===== config.mk =====
export PLATFORM = sky130hd
export DESIGN_NAME = uart_tx_fifo
export DESIGN_NICKNAME = d
export VERILOG_FILES = /design/src/rtl/uart_tx_fifo.sv
export SDC_FILE = /design/constraint.sdc
export NUM_CORES = 1
export LEC_CHECK = 0
export ABC_AREA = 1
export CAP_MARGIN = 15
export CELL_PAD_IN_SITES_DETAIL_PLACEMENT = 0
export CELL_PAD_IN_SITES_GLOBAL_PLACEMENT = 1
export CORE_AREA = 4 4 136 138
export CTS_CLUSTER_SIZE = 10
export DETAILED_ROUTE_END_ITERATION = 7
export DIE_AREA = 0 0 140 142
export PLACE_DENSITY = 0.76
export SETUP_SLACK_MARGIN = 0.02
export SYNTH_ARGS = -nofsm -noshare
export SYNTH_HDL_FRONTEND = slang
export SYNTH_SLANG_ARGS = --single-unit

===== constraint.sdc =====
create_clock -name clk -period 2.8 [get_ports clk]
set_input_delay 0.42 -clock clk [delete_from_list [all_inputs] [get_ports clk]]
set_output_delay 0.42 -clock clk [all_outputs]
set_load 0.01 [all_outputs]

===== src/rtl/uart_tx_fifo.sv =====
// Buffered UART transmitter.
// Bytes enter through a valid/ready handshake and wait in a small FIFO.
// Each byte goes out as an async frame: start bit, LSB-first data bits, then
// stop bit(s). The line idles high and uart_txd is always driven from a flop.
module uart_tx_fifo #(
   parameter int BIT_RATE     = 9600,
   parameter int CLK_HZ       = 50_000_000,
   parameter int PAYLOAD_BITS = 8,
   parameter int STOP_BITS    = 1,
   parameter int FIFO_DEPTH   = 16
) (
   input  logic                          clk,
   input  logic                          resetn,
   input  logic                          tx_valid,
   input  logic [7:0]                    tx_data,
   output logic                          tx_ready,
   input  logic                          uart_tx_en,
   output logic                          uart_txd,
   output logic                          tx_busy,
   output logic [$clog2(FIFO_DEPTH):0]   fifo_level
);

   localparam int CPB = CLK_HZ / BIT_RATE;
   localparam int CW  = $clog2(CPB);
   localparam int AW  = $clog2(FIFO_DEPTH);
   localparam int LW  = AW + 1;
   localparam int BW  = 3;

   localparam logic [CW-1:0] CNT_LAST  = CW'(CPB - 1);
   localparam logic [BW-1:0] DATA_LAST = BW'(PAYLOAD_BITS - 1);
   localparam logic [BW-1:0] STOP_LAST = BW'(STOP_BITS - 1);
   localparam logic [LW-1:0] LVL_FULL  = LW'(FIFO_DEPTH);

   typedef enum logic [1:0] {
      S_IDLE  = 2'd0,
      S_START = 2'd1,
      S_DATA  = 2'd2,
      S_STOP  = 2'd3
   } state_e;

   state_e                  state_q, state_d;
   logic [CW-1:0]           cnt_q, cnt_d;
   logic [BW-1:0]           bit_q, bit_d;
   logic [PAYLOAD_BITS-1:0] shift_q, shift_d;
   logic                    txd_q, txd_d;

   logic [PAYLOAD_BITS-1:0] mem_q [FIFO_DEPTH];
   logic [AW-1:0]           wr_ptr_q, rd_ptr_q;
   logic [LW-1:0]           level_q, level_d;
   logic                    ready_q, busy_q;

   logic                    push_s, pop_s, can_pop_s, cnt_end_s;
   logic [PAYLOAD_BITS-1:0] head_s;
   logic                    unused_data_s;

   // Data bits above the payload width are intentionally dropped.
   assign unused_data_s = ^{1'b0, tx_data};

   // The push decision uses only the registered ready, so a pop on a full
   // FIFO never opens room in the same cycle.
   assign push_s    = tx_valid && ready_q;
   assign can_pop_s = (level_q != {LW{1'b0}}) && uart_tx_en;
   assign cnt_end_s = (cnt_q == CNT_LAST);
   assign head_s    = mem_q[rd_ptr_q];

   assign tx_ready   = ready_q;
   assign tx_busy    = busy_q;
   assign fifo_level = level_q;
   assign uart_txd   = txd_q;

   // Registers for the FSM state, bit timing counters, shifter and line flop.
   always_ff @(posedge clk or negedge resetn) begin
      if (!resetn) begin
         state_q <= S_IDLE;
         cnt_q   <= {CW{1'b0}};
         bit_q   <= {BW{1'b0}};
         shift_q <= {PAYLOAD_BITS{1'b0}};
         txd_q   <= 1'b1;
      end else begin
         state_q <= state_d;
         cnt_q   <= cnt_d;
         bit_q   <= bit_d;
         shift_q <= shift_d;
         txd_q   <= txd_d;
      end
   end

   // Next-state logic. Every bit period is exactly CPB cycles long, and a
   // pop at the end of STOP starts the next frame with no idle gap.
   always_comb begin
      state_d = state_q;
      cnt_d   = cnt_q;
      bit_d   = bit_q;
      shift_d = shift_q;
      pop_s   = 1'b0;
      case (state_q)
         S_IDLE: begin
            if (can_pop_s) begin
               pop_s   = 1'b1;
               state_d = S_START;
               cnt_d   = {CW{1'b0}};
               bit_d   = {BW{1'b0}};
               shift_d = head_s;
            end else begin
               state_d = S_IDLE;
            end
         end
         S_START: begin
            if (cnt_end_s) begin
               state_d = S_DATA;
               cnt_d   = {CW{1'b0}};
               bit_d   = {BW{1'b0}};
            end else begin
               cnt_d = cnt_q + CW'(1);
            end
         end
         S_DATA: begin
            if (cnt_end_s) begin
               cnt_d = {CW{1'b0}};
               if (bit_q == DATA_LAST) begin
                  state_d = S_STOP;
                  bit_d   = {BW{1'b0}};
               end else begin
                  bit_d   = bit_q + BW'(1);
                  shift_d = shift_q >> 1;
               end
            end else begin
               cnt_d = cnt_q + CW'(1);
            end
         end
         S_STOP: begin
            if (cnt_end_s) begin
               cnt_d = {CW{1'b0}};
               if (bit_q == STOP_LAST) begin
                  bit_d = {BW{1'b0}};
                  if (can_pop_s) begin
                     pop_s   = 1'b1;
                     state_d = S_START;
                     shift_d = head_s;
                  end else begin
                     state_d = S_IDLE;
                  end
               end else begin
                  bit_d = bit_q + BW'(1);
               end
            end else begin
               cnt_d = cnt_q + CW'(1);
            end
         end
         default: begin
            state_d = S_IDLE;
            cnt_d   = {CW{1'b0}};
            bit_d   = {BW{1'b0}};
         end
      endcase
   end

   // Line value computed from the next state, so the flop switches with it.
   always_comb begin
      txd_d = 1'b1;
      case (state_d)
         S_IDLE:  txd_d = 1'b1;
         S_START: txd_d = 1'b0;
         S_DATA:  txd_d = shift_d[0];
         S_STOP:  txd_d = 1'b1;
         default: txd_d = 1'b1;
      endcase
   end

   // FIFO occupancy: a simultaneous push and pop leaves the level unchanged.
   always_comb begin
      level_d = level_q;
      case ({push_s, pop_s})
         2'b10:   level_d = level_q + LW'(1);
         2'b01:   level_d = level_q - LW'(1);
         default: level_d = level_q;
      endcase
   end

   // FIFO pointers, level and the registered ready/busy flags.
   always_ff @(posedge clk or negedge resetn) begin
      if (!resetn) begin
         wr_ptr_q <= {AW{1'b0}};
         rd_ptr_q <= {AW{1'b0}};
         level_q  <= {LW{1'b0}};
         ready_q  <= 1'b1;
         busy_q   <= 1'b0;
      end else begin
         if (push_s) begin
            wr_ptr_q <= wr_ptr_q + AW'(1);
         end
         if (pop_s) begin
            rd_ptr_q <= rd_ptr_q + AW'(1);
         end
         level_q <= level_d;
         ready_q <= (level_d != LVL_FULL);
         busy_q  <= (state_d != S_IDLE) || (level_d != {LW{1'b0}});
      end
   end

   // FIFO storage; stale contents are harmless because the pointers reset.
   always_ff @(posedge clk) begin
      if (push_s) begin
         mem_q[wr_ptr_q] <= tx_data[PAYLOAD_BITS-1:0];
      end
   end

endmodule


After elaboration in Yosys (flattened, before gate mapping)
Memories as Yosys holds them, arrays and structs flattened.
Index checks and enable logic that the tools add are counted.
{"block": "totals", "regBits": 42, "ramBits": 128, "input_bits": 12, "elab_cells": 80, "mem_count": 1}
{"name": "mem_q", "depth": 16, "width": 8, "rd": 1, "rd_ports_with_merged_regs": 0, "write_ports": 1, "line_no": "47", "source": "logic [PAYLOAD_BITS-1:0] mem_q [FIFO_DEPTH];"}
{"block": "op_classes", "add_sub_neg": 6, "n_eq_ne": 17, "n_mux": 31, "reduce_logical": 14}
{"operator": "$mux 8", "count": 5}
{"operator": "$mux 13", "count": 2}
{"operator": "$pmux 13 s2", "count": 1}
{"operator": "$pmux 8 s3", "count": 1}
{"operator": "$mux 3", "count": 6}
{"operator": "$add 13x1->13 const B", "count": 1}
{"operator": "$eq 13x13->1 const B", "count": 1}
{"operator": "$ne 2x2->1 const B", "count": 6}
{"operator": "$pmux 3 s4", "count": 1}
{"operator": "$eq 2x2->1 const B", "count": 5}
{"operator": "$mux 2", "count": 5}
{"operator": "$pmux 5 s2", "count": 1}
{"operator": "$reduce_bool 5->1", "count": 2}
{"operator": "$add 4x1->4 const B", "count": 2}
{"operator": "$pmux 2 s4", "count": 1}
{"operator": "$eq 2x1->1 const B", "count": 3}
{"operator": "$mux 1", "count": 6}
{"operator": "$add 5x1->5 const B", "count": 1}
{"operator": "$ne 5x5->1 const B", "count": 1}
{"operator": "$reduce_and 5->1", "count": 1}
{"operator": "$sub 5x1->5 const B", "count": 1}
{"operator": "$logic_not 2->1", "count": 2}
{"operator": "$reduce_and 4->1", "count": 1}
{"operator": "$add 3x1->3 const B", "count": 1}
{"operator": "other kinds (10)", "count": 11}

Depth between registers and ports, before layout
{"block": "depth", "ltp_word": 10, "depth_mapped": 22, "ltp_nobuf": 22}

Worst setup path before layout
Ideal clock, no wire load.
{"block": "synth_timing", "path_type": "register to register", "startpoint": "reg level_q[0], in the netlist fifo_level[0]", "endpoint": "reg busy_q, in the netlist tx_busy", "arrival_ns": 2.256, "setup_slack_ns": 0.425, "path_stages_with_launch": 22, "n_path_buf": 2, "synth_period_minus_slack_ns": 2.375, "path_cell_list": "dfrtp_1 nor2_1 nand3_1 nand2_1 buf_6 inv_2 nand2_1 nand2_4 buf_6 nand2_1 inv_1 ha_1 a21oi_1 inv_1 nand3_1 o21ai_1 nand2_1 nand2_1 nand2_1 nand2_2 nor2_1 nand2_1"}
{"block": "synth_between", "elab_chain_cells": 10, "elab_cells_between_ends": 18}
{"item": "from (decl)", "line_no": "49", "source": "logic [LW-1:0] level_q, level_d;"}
{"item": "from (signal assigned)", "line_no": "185", "source": "level_q <= {LW{1'b0}};"}
{"item": "from (signal assigned)", "line_no": "195", "source": "level_q <= level_d;"}
{"item": "$reduce_bool 5->1", "line_no": "62", "source": "assign can_pop_s = (level_q != {LW{1'b0}}) && uart_tx_en;"}
{"item": "$logic_and 1x1->1", "line_no": "62"}
{"item": "$mux 1", "line_no": "98, 136"}
{"item": "$mux 1", "line_no": "134", "source": "if (bit_q == STOP_LAST) begin"}
{"item": "$mux 1", "line_no": "132", "source": "if (cnt_end_s) begin"}
{"item": "$pmux 1 s2", "line_no": "96", "source": "case (state_q)"}
{"item": "$eq 2x1->1 / $eq 2x2->1 (equally long branches)", "line_no": "173", "source": "case ({push_s, pop_s})"}
{"item": "$pmux 5 s2 (*)", "line_no": "173"}
{"item": "named net level_d[4]", "line_no": "49"}
{"item": "$reduce_bool 5->1 (*)", "line_no": "197", "source": "busy_q <= (state_d != S_IDLE) || (level_d != {LW{1'b0}});"}
{"item": "$logic_or 1x1->1 (*)", "line_no": "197"}
{"item": "to (signal assigned)", "line_no": "197"}
{"item": "to (decl)", "line_no": "50", "source": "logic ready_q, busy_q;"}
Mark *: on every way through the listed nets, which the timed path passes. The rest lies on a longest branch.
A chain may end at the register's enable or synchronous reset.

Worst setup path after layout
{"block": "layout_timing", "startpoint": "reg cnt_q[0]", "endpoint": "reg busy_q, in the netlist tx_busy"}
{"block": "layout_between", "elab_chain_cells": 7, "elab_cells_between_ends": 13}
{"item": "from (decl)", "line_no": "42", "source": "logic [CW-1:0] cnt_q, cnt_d;"}
{"item": "from (signal assigned)", "line_no": "75", "source": "cnt_q <= {CW{1'b0}};"}
{"item": "from (signal assigned)", "line_no": "81", "source": "cnt_q <= cnt_d;"}
{"item": "$eq 13x13->1 (*)", "line_no": "63", "source": "assign cnt_end_s = (cnt_q == CNT_LAST);"}
{"item": "$mux 1 (*)", "line_no": "132"}
{"item": "$pmux 1 s2 (*)", "line_no": "96"}
{"item": "$eq 2x1->1 / $eq 2x2->1 (equally long branches)", "line_no": "173"}
{"item": "$pmux 5 s2 (*)", "line_no": "173"}
{"item": "named net level_d[4]", "line_no": "49"}
{"item": "$reduce_bool 5->1 (*)", "line_no": "197"}
{"item": "$logic_or 1x1->1 (*)", "line_no": "197"}
Marks and branches as above.

==> key figures <==
Outcome
  • Result of the run: finished clean

Timing
  • Final hold slack: 0.498 ns
  • Final Hold Viols: 0
  • Setup total negative slack: 0 ns
  • Fin crit share: 89.6%
  • Final critical-path required period: 2.51 ns
  • Worst setup margin: 0.290 ns
  • FMAX: 0.398 GHz
  • RSZ-0062 raised after global routing: false
  • Rel. slew slack: 49.6%
  • Setup-failing EPs final: 0
  • Worst slew pin tran: 0.746 ns
  • Setup Skew: 0.00713 ns
  • Slew Viols, Final: 0

Die
  • Core Footprint: 0.0172 sq mm
  • Core Rows: 48
  • Die width: 140 um
  • Io pins: 20
  • Die area: 0.0199 sq mm
  • Initial cell density of the core: 44.6%
  • Chip Height: 142 um

Clock network
  • Clock buffer depth: 2
  • Clk slew on worst S/H paths: 0.06 ns
  • CTS tree: built
  • TritonCTS Buffers: 17
  • H-tree levels: 4
  • Clock sinks: 170
  • Clock root buffer: clkbuf_16
  • Worst skew pair latency: 0.43 ns

Setup path
  • FF-to-FF setup slack: 0.29 ns
  • CP endpoint: tx_busy
  • Worst Path Required: 3.11 ns
  • CP arrival: 2.82 ns
  • Max incr delay on CP: 0.40 ns
  • Worst r2r dst: tx_busy
  • Worst r2r path cells: 21
  • Critical Path Start: cnt_q[0]
  • Critical path depth in cells: 21
  • CP Max Fanout: 6
  • Crit path max-delay family: simple AND/OR/NAND/NOR gates
  • CP cell instances: ha_1, inv_1, nor2_1, nand2_1, nor2_4, nand3_2, nand2_4, nand4_1, nand2_1, inv_2, ha_1, a21oi_2, inv_1, nand3_1, o21ai_1, nand2_1, nand2_1, nand2_1, nand2_2, nor2_1, nand2_1
  • Most common cell on crit path: nand2_1
  • CP max stage cell: dfrtp_1
  • Crit start category: flop
  • Crit end category: flop
  • Worst path bufs/invs: 3
  • Worst r2r src: cnt_q[0]
  • Critical Setup Path Class: flop to flop

Yosys
  • Post-synthesis instance total: 717
  • Largest family of logic cells by synthesized area: simple AND/OR/NAND/NOR gates
  • Register area share after synthesis: 63.9%
  • Synth Register Bits: 170
  • Commonest cells post-synth: nand2_1, edfxtp_1, nor2_1, inv_1, o21ai_0
  • Number of synthesized flops with an enable pin: 128
  • Post-Synth Adder-Cell Area: 3.10%
  • Synth Area in XOR/XNOR: 1.49%
  • Post-synth ARST share: 24.7%
  • Ys Warns: 0
  • Synth top area share: 50.2%
  • Primary FF master, synth: edfxtp_1
  • Mapped cell area: 0.00766 sq mm
  • Mux contribution to synthesized area: 0%
  • Avg Cell Area, Syn: 10.7 sq um
  • Compound-gate portion of the synthesized area: 8.67%
  • Mapped Nets: 748
  • Synth area leaders: edfxtp_1, dfrtp_1, nand2_1, nor2_1, o21ai_0
  • Synth unique cells: 40
  • Cell with the most instances after synthesis: nand2_1
  • Yosys top cell by area: edfxtp_1
  • Simple-Gate Fraction of Synth Area: 18.1%

Global route
  • First-pass GRT wire length: 28,800 um
  • Initial antenna violation count: 0
  • Number of global-route vias before repair: 5,214
  • Largest net degree at the start of global routing: 34
  • Total GRT Usage: 18.7%
  • Grt ovf: 0

Job
  • Max cap viols: 0

Placement
  • GP Congestion: 0.877
  • DP HPWL: 11,900 um
  • Port bufs: 19
  • Post-place setup slack: 0.123 ns

Pwr
  • Leakage: 3.37 nW
  • Switching Power: 0.00328 W
  • Internal: 0.00546 W
  • Clock share of power: 26.8%
  • Seq pwr share: 38.9%
  • Logic gate share of total power: 34.3%
  • Peak VDD IR: 0.657 mV
  • Switching Share: 37.5%
  • Pwr/cell area: 987 mW/mm^2

Drt
  • DRC viols: 0
  • Top Metal Used: met4
  • ANT nets after route: 0
  • Iter 0 DRT Violations: 436
  • Avg Vias per Cell: 5.40
  • Final wirelength: 17,800 um
  • Met3 WL post-DR: 970 um
  • DR pass1 iterations: 8
  • WL met2: 8860 um
  • WL per Instance: 17.8 um
  • DR vias: 5,405
  • M1 WL: 7810 um

Final layout
  • Register area: 0.00490 sq mm
  • P&R area growth vs syn: 15.5%
  • Fillers: 1,538
  • Final net count: 794
  • Share of cells above drive strength 1: 11.6%
  • Multi-input logic area: 0.00241 sq mm
  • Inserted Diodes: 0

Worst hold path
  • Path category of the worst min-delay check: input pin to asynchronous set/reset pin
==> worst min path at each step <==
stage / from / endpoint / slack (ns) / cells past startpoint
floorplan: resetn / bit_q[0] / 0.12 / 0
global placement: resetn / cnt_q[9] / 0.42 / 1
detailed placement: resetn / cnt_q[7] / 0.42 / 1
CTS: resetn / cnt_q[7] / 0.52 / 2
global route: resetn / cnt_q[6] / 0.54 / 2
finish: resetn / cnt_q[7] / 0.50 / 2
==> metal layers <==
metal | GRT usage [%] | vias to the layer above
met4 | 6.02 | 0
met2 | 31.0 | 159
li1 | - | 2581
met5 | 0 | -
met3 | 2.86 | 14
met1 | 25.8 | 2651
==> kinds of logic (layout without fill, tap and decap cells) <==
logic type                 after synthesis  in the layout
buffers and inverters                   89            148
xor gates and xnor gates                13             13
AOI/OAI and AO/OA                      112            112
adders and majority gates               19             19
DFF                                    170            170
and+or+nand+nor                        314            314
==> state kept, by name, summed over array words and instances, names as in the netlist <==
register,flops
bit_q,3
fifo_level,5
shift_q,8
tx_busy,1
cnt_q,13
mem_q,128
wr_ptr_q,4
uart_txd,1
state_q,2
rd_ptr_q,4
tx_ready,1
==> what timing repair did <==
item                                    4_1_cts  5_1_grt
endpoints found under the hold margin        20        0
hold buffers                                  1        0
endpoints found under the setup margin        0        1
resized for setup                             0        1
setup buffers                                 0        0
==> layout by cell type, fill, tap and decap left out, types with 4 or more instances in the layout <==
cell             instances
nand4_1                  9
inv_6                    7
dfrtp_1                 39
a21oi_1                 12
a31oi_1                  4
o22ai_1                 12
nand3_1                 49
nor3_1                  11
xor2_1                  12
inv_2                    5
nor4_1                   4
ha_1                    19
buf_4                   33
inv_1                   58
o311ai_0                 5
o211ai_1                12
clkdlybuf4s50_1         18
nand2_1                132
nand2_2                  6
o21ai_0                 53
nor2_1                  90
edfxtp_1               128
clkbuf_16               17
==> area by class of cell <==
cell class,instances,area share (%)
sequential,170,55.4
multi-input combinational,458,27.2
timing repair buffer,53,5.00
clock buffer,18,4.85
tap,225,3.18
inverter,63,2.67
clock inverter,14,1.75
==> power by group through the flow <==
stage	combinational (W)	sequential, W	clock (W)
finish	0.00300	0.00340	0.00234
global route	0.00335	0.00345	0.00249
CTS	0.00300	0.00340	0.00238
detailed placement	0.00298	0.00345	0
global placement	0.00295	0.00344	0
floorplan	0.00201	0.00333	0
==> metrics by stage <==
stage / instances / util, % / instance area (sq um) / power (W)
6_report: 1001 / 51.5 / 8850 / 0.00874
5_1_grt: 1001 / 51.5 / 8850 / 0.00929
4_1_cts: 1001 / 51.5 / 8850 / 0.00878
3_5_place_dp: 968 / 48.0 / 8250 / 0.00643
3_3_place_gp: 968 / 48.0 / 8250 / 0.00639
2_1_floorplan: 717 / - / 7660 / 0.00534
Note: power is estimated with default switching activity, not from simulation.
